--- src/rtl/counter_bank_pkg.sv ---
// counter_bank_pkg: shared helpers for the counter bank.
//   prescale_width() - register width for a prescaler counting 0..PRESCALE-1
//   params_ok()      - legal parameter combination check, used at elaboration
package counter_bank_pkg;

  // ceil(log2(prescale)), never below 1 so the register is never zero-width
  function automatic int prescale_width(input int prescale);
    return (prescale <= 2) ? 1 : $clog2(prescale);
  endfunction

  function automatic bit params_ok(input int width, input int prescale);
    return (width >= 1) && (prescale >= 1);
  endfunction

endpackage

--- src/rtl/counter_bank_channel.sv ---
// counter_bank_channel: one up/down counter with load, wrap/saturate mode
// and terminal-count flags.
//   clk_i, rst_i      clock, async active-high reset
//   tick_i            shared prescaler strobe
//   load_i            synchronous load (highest priority)
//   load_value_i      load data
//   up_i, enable_i    direction and count enable
//   saturate_i        0 = wrap, 1 = clamp at limits
//   count_o           current value
//   at_max_o/at_min_o combinational terminal flags
//   wrap_pulse_o      registered pulse, high while the wrapped value is shown
module counter_bank_channel #(
  parameter int              WIDTH       = 16,
  parameter logic [WIDTH-1:0] RESET_VALUE = '0
) (
  input  logic             clk_i,
  input  logic             rst_i,
  input  logic             tick_i,
  input  logic             load_i,
  input  logic [WIDTH-1:0] load_value_i,
  input  logic             up_i,
  input  logic             enable_i,
  input  logic             saturate_i,
  output logic [WIDTH-1:0] count_o,
  output logic             at_max_o,
  output logic             at_min_o,
  output logic             wrap_pulse_o
);

  logic [WIDTH-1:0] count_q, count_d;
  logic             wrap_q, wrap_d;
  logic             at_max, at_min;

  assign at_max = &count_q;
  assign at_min = ~|count_q;

  always_comb begin
    count_d = count_q;
    wrap_d  = 1'b0;
    if (load_i) begin
      count_d = load_value_i;
    end else if (enable_i && tick_i) begin
      if (up_i) begin
        if (!at_max) begin
          count_d = count_q + 1'b1;
        end else if (!saturate_i) begin
          count_d = '0;
          wrap_d  = 1'b1;
        end
      end else begin
        if (!at_min) begin
          count_d = count_q - 1'b1;
        end else if (!saturate_i) begin
          count_d = '1;
          wrap_d  = 1'b1;
        end
      end
    end
  end

  always_ff @(posedge clk_i or posedge rst_i) begin
    if (rst_i) begin
      count_q <= RESET_VALUE;
      wrap_q  <= 1'b0;
    end else begin
      count_q <= count_d;
      wrap_q  <= wrap_d;
    end
  end

  assign count_o      = count_q;
  assign at_max_o     = at_max;
  assign at_min_o     = at_min;
  assign wrap_pulse_o = wrap_q;

endmodule

--- src/rtl/counter_bank.sv ---
// counter_bank: CHANNELS independent up/down counters sharing one prescaler.
//   clock, reset          clock, async active-high reset
//   load, up, enable      per-channel controls
//   load_value            packed load data, channel i at [i*WIDTH +: WIDTH]
//   saturate              global wrap/clamp mode
//   count                 packed counter values, same packing as load_value
//   at_max, at_min        per-channel terminal flags
//   wrap_pulse            per-channel one-cycle wrap indication
//   tick                  prescaler strobe
module counter_bank
  import counter_bank_pkg::*;
#(
  parameter int               WIDTH       = 16,
  parameter int               CHANNELS    = 2,
  parameter int               PRESCALE    = 1,
  parameter logic [WIDTH-1:0] RESET_VALUE = '0
) (
  input  logic                      clock,
  input  logic                      reset,
  input  logic [CHANNELS-1:0]       load,
  input  logic [CHANNELS*WIDTH-1:0] load_value,
  input  logic [CHANNELS-1:0]       up,
  input  logic [CHANNELS-1:0]       enable,
  input  logic                      saturate,
  output logic [CHANNELS*WIDTH-1:0] count,
  output logic [CHANNELS-1:0]       at_max,
  output logic [CHANNELS-1:0]       at_min,
  output logic [CHANNELS-1:0]       wrap_pulse,
  output logic                      tick
);

  if (!params_ok(WIDTH, PRESCALE)) begin : g_bad_params
    $error("counter_bank: WIDTH and PRESCALE must both be >= 1");
  end

  // Divide-by-1 needs no state: tick is simply always high.
  if (PRESCALE == 1) begin : g_no_pre
    assign tick = 1'b1;
  end else begin : g_pre
    localparam int PW = prescale_width(PRESCALE);
    localparam logic [PW-1:0] P_LAST = PW'(PRESCALE - 1);
    logic [PW-1:0] p_q, p_d;

    assign p_d  = (p_q == P_LAST) ? '0 : p_q + 1'b1;
    assign tick = (p_q == P_LAST);

    always_ff @(posedge clock or posedge reset) begin
      if (reset) p_q <= '0;
      else       p_q <= p_d;
    end
  end

  for (genvar i = 0; i < CHANNELS; i++) begin : g_ch
    counter_bank_channel #(
      .WIDTH       (WIDTH),
      .RESET_VALUE (RESET_VALUE)
    ) u_ch (
      .clk_i        (clock),
      .rst_i        (reset),
      .tick_i       (tick),
      .load_i       (load[i]),
      .load_value_i (load_value[i*WIDTH +: WIDTH]),
      .up_i         (up[i]),
      .enable_i     (enable[i]),
      .saturate_i   (saturate),
      .count_o      (count[i*WIDTH +: WIDTH]),
      .at_max_o     (at_max[i]),
      .at_min_o     (at_min[i]),
      .wrap_pulse_o (wrap_pulse[i])
    );
  end

endmodule

--- config.mk ---
export PLATFORM = sky130hd
export DESIGN_NAME = counter_bank
export DESIGN_NICKNAME = d
export VERILOG_FILES = /design/src/rtl/counter_bank_pkg.sv /design/src/rtl/counter_bank_channel.sv /design/src/rtl/counter_bank.sv
export SDC_FILE = /design/constraint.sdc
export NUM_CORES = 1
export LEC_CHECK = 0
export ABC_CLOCK_PERIOD_IN_PS = 2890
export CAP_MARGIN = 20
export CORE_UTILIZATION = 51
export DETAILED_ROUTE_END_ITERATION = 10
export PLACE_DENSITY = 0.85
export SLEW_MARGIN = 20
export SYNTH_ARGS = -nofsm -noshare
export SYNTH_HDL_FRONTEND = slang
export SYNTH_SLANG_ARGS = --single-unit
--- constraint.sdc ---
create_clock -name clock -period 2.89 [get_ports clock]
set_input_delay 0.4335 -clock clock [delete_from_list [all_inputs] [get_ports clock]]
set_output_delay 0.4335 -clock clock [all_outputs]
set_load 0.03 [all_outputs]
# ---- Word-level counts from Yosys, hierarchy flattened
# Cells that the tools add are included.
dict set report totals {
  rom_bits 0
  n_memories 0
  wordCells 45
  mem_bits_rw 0
  ff_bits 34
  output_inout_bits 39
  latchBits 0
}
dict set report op_classes {
  add_sub_neg 4
  bitwise_logic 0
  shift 0
  n_lt_le_gt_ge 0
  div 0
  multipliers 0
  n_reduce_logical 10
  n_eq_ne 4
  mux 23
}
# op count
set ops {}
lappend ops {{$mux W16} 12}
lappend ops {{$add A16 B1 Y16 const B} 2}
lappend ops {{$reduce_and A16 Y1} 2}
lappend ops {{$reduce_or A16 Y1} 2}
lappend ops {{$sub A16 B1 Y16 const B} 2}
lappend ops {{$mux W1} 11}
lappend ops {{$ne A4 B3 Y1 const B} 2}
lappend ops {{$ne A4 B4 Y1 const B} 2}
lappend ops {{$reduce_and A3 Y1} 2}
lappend ops {{$reduce_bool A2 Y1} 2}
lappend ops {{$logic_not A1 Y1} 2}

# ---- Depth between registers and ports, before layout
# Gate-level depths: netlist of the first run.
dict set report logic_depth {
  ltp_word 5
  ltp_mapped 10
  ltp_nobuf 8
}

# ---- By module
# A second synthesis of the first run with hierarchy kept.
dict set report hier_totals {
  hier_cells 448
  hier_area_um2 3387.0
}
# mod seq_area_each_um2 instances cells_each area_per_inst_um2
set modules_own_cells {}
lappend modules_own_cells {counter_bank_channel 425.4 2 223 1687.9}
lappend modules_own_cells {counter_bank 0.0 1 2 11.3}

# ---- Worst setup path after synthesis of the first run
# No wires, ideal clock.
dict set report synth_timing {
  path_kind {flip-flop to flip-flop}
  startpoint {register g_ch[0].u_ch.count_q[0]}
  endpoint {register g_ch[0].u_ch.count_q[5]}
  path_stages_with_launch 8
  setup_ns 0.122
  arrival_time_ns 2.308
  path_slack_ns 0.460
  synth_period_minus_slack_ns 2.430
  t_required_ns 2.768
  cell_sequence {dfrtp_1 > ha_1 > nand3_2 > or4_4 > and2_0 > buf_6 > a211o_1 > a32o_1}
}
dict set report synth_between {
  elab_chain_len 5
  word_cells_on_any_way 12
}
# element line
set synth_rtl {}
lappend synth_rtl {{start: declaration} counter_bank_channel.sv:30} ;# logic [WIDTH-1:0] count_q, count_d;
lappend synth_rtl {{start signal: assignment} counter_bank_channel.sv:66} ;# count_q <= count_d;
lappend synth_rtl {{$sub A16 B1 Y16 (tied with other cells)} counter_bank_channel.sv:52} ;# count_d = count_q - 1'b1;
lappend synth_rtl {{$mux W16, on equally long branches} {counter_bank_channel.sv:51, counter_bank_channel.sv:44}}
lappend synth_rtl {{$mux W16} counter_bank_channel.sv:43} ;# if (up_i) begin
lappend synth_rtl {{$mux W16} counter_bank_channel.sv:42} ;# end else if (enable_i && tick_i) begin
lappend synth_rtl {{$mux W16} counter_bank_channel.sv:40} ;# if (load_i) begin
# Several ways; a longest one is shown, not always the timed one. The select of a mux whose other input is x is not followed.
# A chain may end at the register's enable or synchronous reset.

# ---- Worst setup path after layout of the first run
dict set report layout_timing {
  startpoint {register g_ch[1].u_ch.count_q[3]}
  endpoint {output port at_max[1]}
}
dict set report layout_between {
  elab_chain_len 1
}
# element line
set layout_rtl {}
lappend layout_rtl {{start: declaration} counter_bank_channel.sv:30}
lappend layout_rtl {{start signal: assignment} counter_bank_channel.sv:66}
lappend layout_rtl {{$reduce_and A16 Y1} counter_bank_channel.sv:34} ;# assign at_max = &count_q;
lappend layout_rtl {{end: declaration} counter_bank.sv:26} ;# output logic [CHANNELS-1:0] at_max,
# Every way passes these cells.

==> flow_summary.json, run 1 <==
{
  "power_switching_share_pct": 41.5,
  "place_hpwl_um": 8440,
  "wl_um": 11100,
  "ys_ff_latch": 34,
  "cp_data_arrival_time_ps": 2300,
  "grt-busiest-layer": "met2",
  "synth_top_cell_area_share_pct": 24.6,
  "synth_top_area_cell": "dfrtp_1",
  "area_growth_pct": 26.8,
  "viasPerCell": 6.52,
  "power_frac_seq_pct": 36.2,
  "grt_overflow": 0,
  "numCtsBuffers": 5,
  "fmax_ghz": 0.365,
  "mostFrequentLayoutCell": "clkdlybuf4s50_1",
  "synthesis.nets": 512,
  "synth_top_family_by_area": "simple AND/OR/NAND/NOR gates",
  "synth_xor_area_share_pct": 1.77,
  "rsz0062_at_grt": "no",
  "synthAdderAreaFrac_pct": 2.17,
  "synth-edff-count": 0,
  "cpPeakStageDelay_ps": 740,
  "status": "complete, but fails checks",
  "vias": 3980,
  "syn_area_um2": 3460,
  "clock_power_share_pct": 20.7,
  "grt_use_met3_pct": 4.62,
  "antenna_found_initial": 0,
  "timing.rr.end": "g_ch[1].u_ch.count_o[14]",
  "synth_cell_types": 77,
  "p_int_w": 0.00107,
  "drive_gt1_share_pct": 12.0,
  "critPathCaptureType": "output port",
  "hp-class": "in -> async",
  "combPwrFrac_pct": 43.1,
  "regToRegSetupSlack_ps": 370,
  "slew_violations": 0,
  "io_pins": 80,
  "powerDensity_nw_per_um2": 415,
  "synth_compound_area_share_pct": 29.0,
  "slowest_stage": "clkdlybuf4s50_1",
  "clkTransAtPathRegs_ps": 80,
  "fp-row-count": 29,
  "violations": "design-rule violations",
  "grtUsageMet1_pct": 39.7,
  "wl_per_cell_um": 18.2,
  "dieArea_um2": 7120,
  "final_cell_mix": "clkdlybuf4s50_1, nand2_1, o21ai_0",
  "cpLargestDelayFamily": "buffers and inverters",
  "drc": 12,
  "grt.total_usage_pct": 32.3,
  "synth.avg_cell_area_um2": 7.44,
  "diodes": 0,
  "grt_use_met2_pct": 55.9,
  "ys_warn_count": 0,
  "cp_cell_sequence": "nand4_4 > nor4_2 > clkdlybuf4s50_1",
  "ir_drop_mv": 0.235,
  "start_util_pct": 53.6,
  "worst-setup-path-type": "reg -> out",
  "cts-root-buf": "clkbuf_8",
  "fin_crit_sh_pct": 94.7,
  "place_congestion": 1.01,
  "cts_tree": "done",
  "dp_cells": 601,
  "port-buffer-count": 78,
  "synthArstFlopShare_pct": 100,
  "start_kind": "flip-flop",
  "synth.area.top_cells": "dfrtp_1, o21ai_0, nand2_1",
  "drtAntennaViolNets": 0,
  "grt_pass1_vias": 3839,
  "path_max_fanout": 12,
  "cts.path.max_buffers": 2,
  "grt_pass1_wl_um": 18500,
  "clk_latency_ps": 290,
  "tns_ps": 0,
  "worst-path-buf-inv": 1,
  "finClkSkew_ps": 9.47,
  "power_leakage_nw": 1.74,
  "muxShareOfSynthArea_pct": 0.325,
  "setup_viol": 0,
  "period_needed_ps": 2740,
  "maxCapViolCount": 0,
  "nets": 579,
  "hold_viol": 0,
  "core-area_um2": 6460,
  "tightest_slew_ps": 619,
  "crit_start": "g_ch[1].u_ch.count_o[3]",
  "syn-instance-count": 465,
  "p_sw_w": 0.000756,
  "synth_flop_cell": "dfrtp_1",
  "dieHeight_um": 84.4,
  "post_synth_and_or_nand_nor_area_fraction_pct": 31.7,
  "grt_max_degree": 35,
  "cp.required_ps": 2460,
  "reg2reg_from": "g_ch[1].u_ch.count_o[1]",
  "htree_levels": 2,
  "drt_iter0_drc": 311,
  "dieWidth_um": 84.4,
  "relSlewSlack_pct": 58.7,
  "final_cells": 610,
  "yosysSeqAreaShare_pct": 24.6,
  "cts.sinks": 34,
  "dr.pass1.iters": 8,
  "reg2reg_depth": 8
}
## cells in the mapped netlist, drive strengths merged (4+ instances only)
cell type  number
nor4            7
nor2           38
o221ai          8
o211ai          7
nor3           17
inv            21
ha              6
a211oi          6
and4            4
a31oi           8
nand2          51
or2             5
o21ai          40
a21oi          31
buf            26
nand2b          9
xnor2           5
o22ai          14
clkbuf         22
o21a            4
nand4          16
or4             5
and3            6
or3             5
dfrtp          34
nand3          19
## routing by layer
layer / share of wire, % / routed length (µm) / up-vias
met5: 0 / 0 / -
met3: 8.3 / 920 / 40
li1: - / - / 1844
met1: 39 / 4370 / 1854
met4: 4.1 / 454 / 0
met2: 48 / 5370 / 242
## power by group through the flow
stage               clock [W]  combinational (W)  sequential (W)
finish               0.000377           0.000785        0.000659
global route         0.000410           0.000847        0.000672
CTS                  0.000386           0.000776        0.000654
detailed placement          0           0.000773        0.000663
global placement            0           0.000764        0.000661
floorplan                   0           0.000428        0.000712
## state kept, by name (all words and copies together) (netlist names)
register,flops
g_ch.u_ch.count_o,32
g_ch.u_ch.wrap_pulse_o,2
## area by class of cell
type / instances / area, µm²
Multi-Input combinational cell: 361 / 2260
Fill cell: 562 / 2070
Timing Repair Buffer: 108 / 1010
Sequential cell: 34 / 851
Tap cell: 77 / 96.3
Clock buffer: 7 / 86.3
Inverter: 22 / 82.6
Clock inverter: 1 / 5.00
## worst register-to-register path: cells and delay by family, from the launching register on
family	cells	cell delay, ps
flops	1	530
buf+inv	1	270
fa+ha+maj	1	300
compound gates	3	510
simple gates	3	770
## metrics by stage
| stage | hold WS [ps] | setup WS (ps) | total power [W] | util (%) | area (µm²) |
|---|---|---|---|---|---|
| global placement | 591 | 302 | 0.00142 | 66.3 | 4280 |
| detailed placement | 609 | 275 | 0.00144 | 66.3 | 4280 |
| finish | 556 | 152 | 0.00182 | 68.0 | 4390 |
| floorplan | 516 | 460 | 0.00114 | - | 3460 |
| global route | 614 | 9.56 | 0.00193 | 68.0 | 4390 |
| CTS | 578 | 7.59 | 0.00182 | 67.7 | 4370 |
## worst max-delay path by stage
stage,end,cells past startpoint
6_report,at_max[1],3
5_1_grt,at_max[1],4
4_1_cts,at_min[0],5
3_5_place_dp,at_min[0],5
3_3_place_gp,at_min[0],5
2_1_floorplan,g_ch[0].u_ch.count_o[5],7
## logic make-up after synthesis
family | count (synthesis)
AOI/OAI and AO/OA | 149
xor gates and xnor gates | 7
buffers and inverters | 70
adders and majority gates | 6
and+or+nand+nor | 197
DFF | 34
other | 1
muxes | 1
## what timing repair did
action,in CTS,in global routing
gates resized for setup,3,2
endpoints found under the hold margin,0,0
pin swaps,1,1
setup endpoints to repair,4,1
setup buffers,0,1
hold buffers,0,0
(Power assumes the default switching activity.)
==> run 2: changes to the inputs <==
--- a/config.mk
+++ b/config.mk
@@ -6,9 +6,9 @@
 export NUM_CORES = 1
 export LEC_CHECK = 0
 export ABC_CLOCK_PERIOD_IN_PS = 2890
-export CAP_MARGIN = 20
 export CORE_UTILIZATION = 51
 export DETAILED_ROUTE_END_ITERATION = 10
+export GPL_ROUTABILITY_DRIVEN = 0
 export PLACE_DENSITY = 0.85
 export SLEW_MARGIN = 20
 export SYNTH_ARGS = -nofsm -noshare
==> flow_summary.json, run 2 (synthesis gave the netlist of run 1 again) <==
{
  "violations": "design-rule violations",
  "hold_viol": 0,
  "cp.required_ps": 2460,
  "clk_latency_ps": 300,
  "cts_tree": "done",
  "grt-busiest-layer": "met2",
  "grt_use_met2_pct": 52.7,
  "cts.path.max_buffers": 2,
  "grt_pass1_wl_um": 18100,
  "core-area_um2": 6460,
  "powerDensity_nw_per_um2": 430,
  "status": "complete, but fails checks",
  "dieWidth_um": 84.4,
  "numCtsBuffers": 5,
  "placed_area_um2": 4260,
  "tightest_slew_ps": 627,
  "mostFrequentLayoutCell": "clkdlybuf4s50_1",
  "final_cell_mix": "clkdlybuf4s50_1, nand2_1, o21ai_0",
  "grt.total_usage_pct": 31.7,
  "power_leakage_nw": 1.75,
  "hp-class": "in -> async",
  "start_util_pct": 53.6,
  "p_sw_w": 0.000764,
  "fp-row-count": 29,
  "reg2reg_depth": 7,
  "final_cells": 608,
  "clock_power_share_pct": 23.5,
  "ir_drop_mv": 0.281,
  "viasPerCell": 6.52,
  "diodes": 0,
  "grtUsageMet1_pct": 39.6,
  "dp_cells": 599,
  "cp_data_arrival_time_ps": 2270,
  "setup_viol": 0,
  "clkTransAtPathRegs_ps": 70,
  "power_frac_seq_pct": 35.2,
  "p_int_w": 0.00112,
  "dr.pass1.iters": 11,
  "maxCapViolCount": 0,
  "wl_um": 10800,
  "place_hpwl_um": 7940,
  "grt_overflow": 0,
  "grt_pass1_vias": 3820,
  "area_growth_pct": 26.8,
  "grt_max_degree": 35,
  "drive_gt1_share_pct": 11.7,
  "fin_crit_sh_pct": 93.6,
  "htree_levels": 2,
  "io_pins": 80,
  "start_kind": "flip-flop",
  "rsz0062_at_grt": "no",
  "postLayoutCellArea_um2": 4390,
  "fmax_ghz": 0.370,
  "finClkSkew_ps": 9.09,
  "port-buffer-count": 78,
  "dieHeight_um": 84.4,
  "drt_iter0_drc": 427,
  "antenna_found_initial": 0,
  "period_needed_ps": 2700,
  "cts.sinks": 34,
  "slew_violations": 0,
  "tns_ps": 0,
  "relSlewSlack_pct": 58.1,
  "drtAntennaViolNets": 0,
  "path_max_fanout": 9,
  "vias": 3965,
  "final_util_pct": 68.0,
  "drc": 6,
  "critPathCaptureType": "output port",
  "dieArea_um2": 7120,
  "cts-root-buf": "clkbuf_8",
  "power_switching_share_pct": 40.5,
  "combPwrFrac_pct": 41.3,
  "worst-setup-path-type": "reg -> out",
  "wl_per_cell_um": 17.8,
  "grt_use_met3_pct": 5.31,
  "nets": 577,
  "largest_reg_flops": 32
}
## run 2: final timing paths
check	from	end	slack, ps
max reg2reg	g_ch[0].u_ch.count_o[0]	g_ch[0].u_ch.count_o[2]	310
max in group asynchronous	reset	g_ch[0].u_ch.wrap_pulse_o	2020
min	reset	g_ch[0].u_ch.count_o[4]	540
max	g_ch[0].u_ch.count_o[0]	at_max[0]	190
min reg2reg	g_ch[0].u_ch.count_o[8]	g_ch[0].u_ch.count_o[8]	610
min in group clock	g_ch[0].u_ch.count_o[8]	g_ch[0].u_ch.count_o[8]	610
## run 2: metal layers
layer | wire length [µm] | vias to the layer above
li1 | - | 1829
met1 | 4200 | 1810
met2 | 5060 | 274
met3 | 1030 | 52
met4 | 520 | 0
met5 | 0 | -
## run 2: repair_timing
action,in CTS,in global routing
pin swaps,1,0
hold buffers,0,0
setup endpoints to repair,2,2
setup buffers,1,0
resized for setup,2,2
## run 2: area by class of cell
class / count / area (µm²)
inverters: 22 / 82.6
flip-flops and latches: 34 / 851
fillers: 544 / 2070
well taps: 77 / 96.3
repair buffers: 106 / 995
clock buffers: 5 / 68.8
multi-input cells: 361 / 2260
clock inverters: 3 / 40.0
## run 2: worst max-delay path, cell delays in order, from the launching register on
cell and delay, ps:
dfrtp_1 500, ha_1 270, nand3_2 140, or4_4 580
inv_1 90, dlygate4sd2_1 390
## run 2: power groups by stage
stage	registers (W)	logic, W	clock network, W
3_5_place_dp	0.000667	0.000766	0
2_1_floorplan	0.000712	0.000428	0
3_3_place_gp	0.000662	0.000752	0
4_1_cts	0.000658	0.000772	0.000450
5_1_grt	0.000672	0.000838	0.000470
6_report	0.000664	0.000780	0.000443
## run 2: metrics by stage
step	worst slack, ps	power [W]	hold slack, ps
detailed placement	266	0.00143	598
floorplan	460	0.00114	516
CTS	8.28	0.00188	564
global placement	281	0.00141	583
finish	186	0.00189	541
global route	60.9	0.00198	620
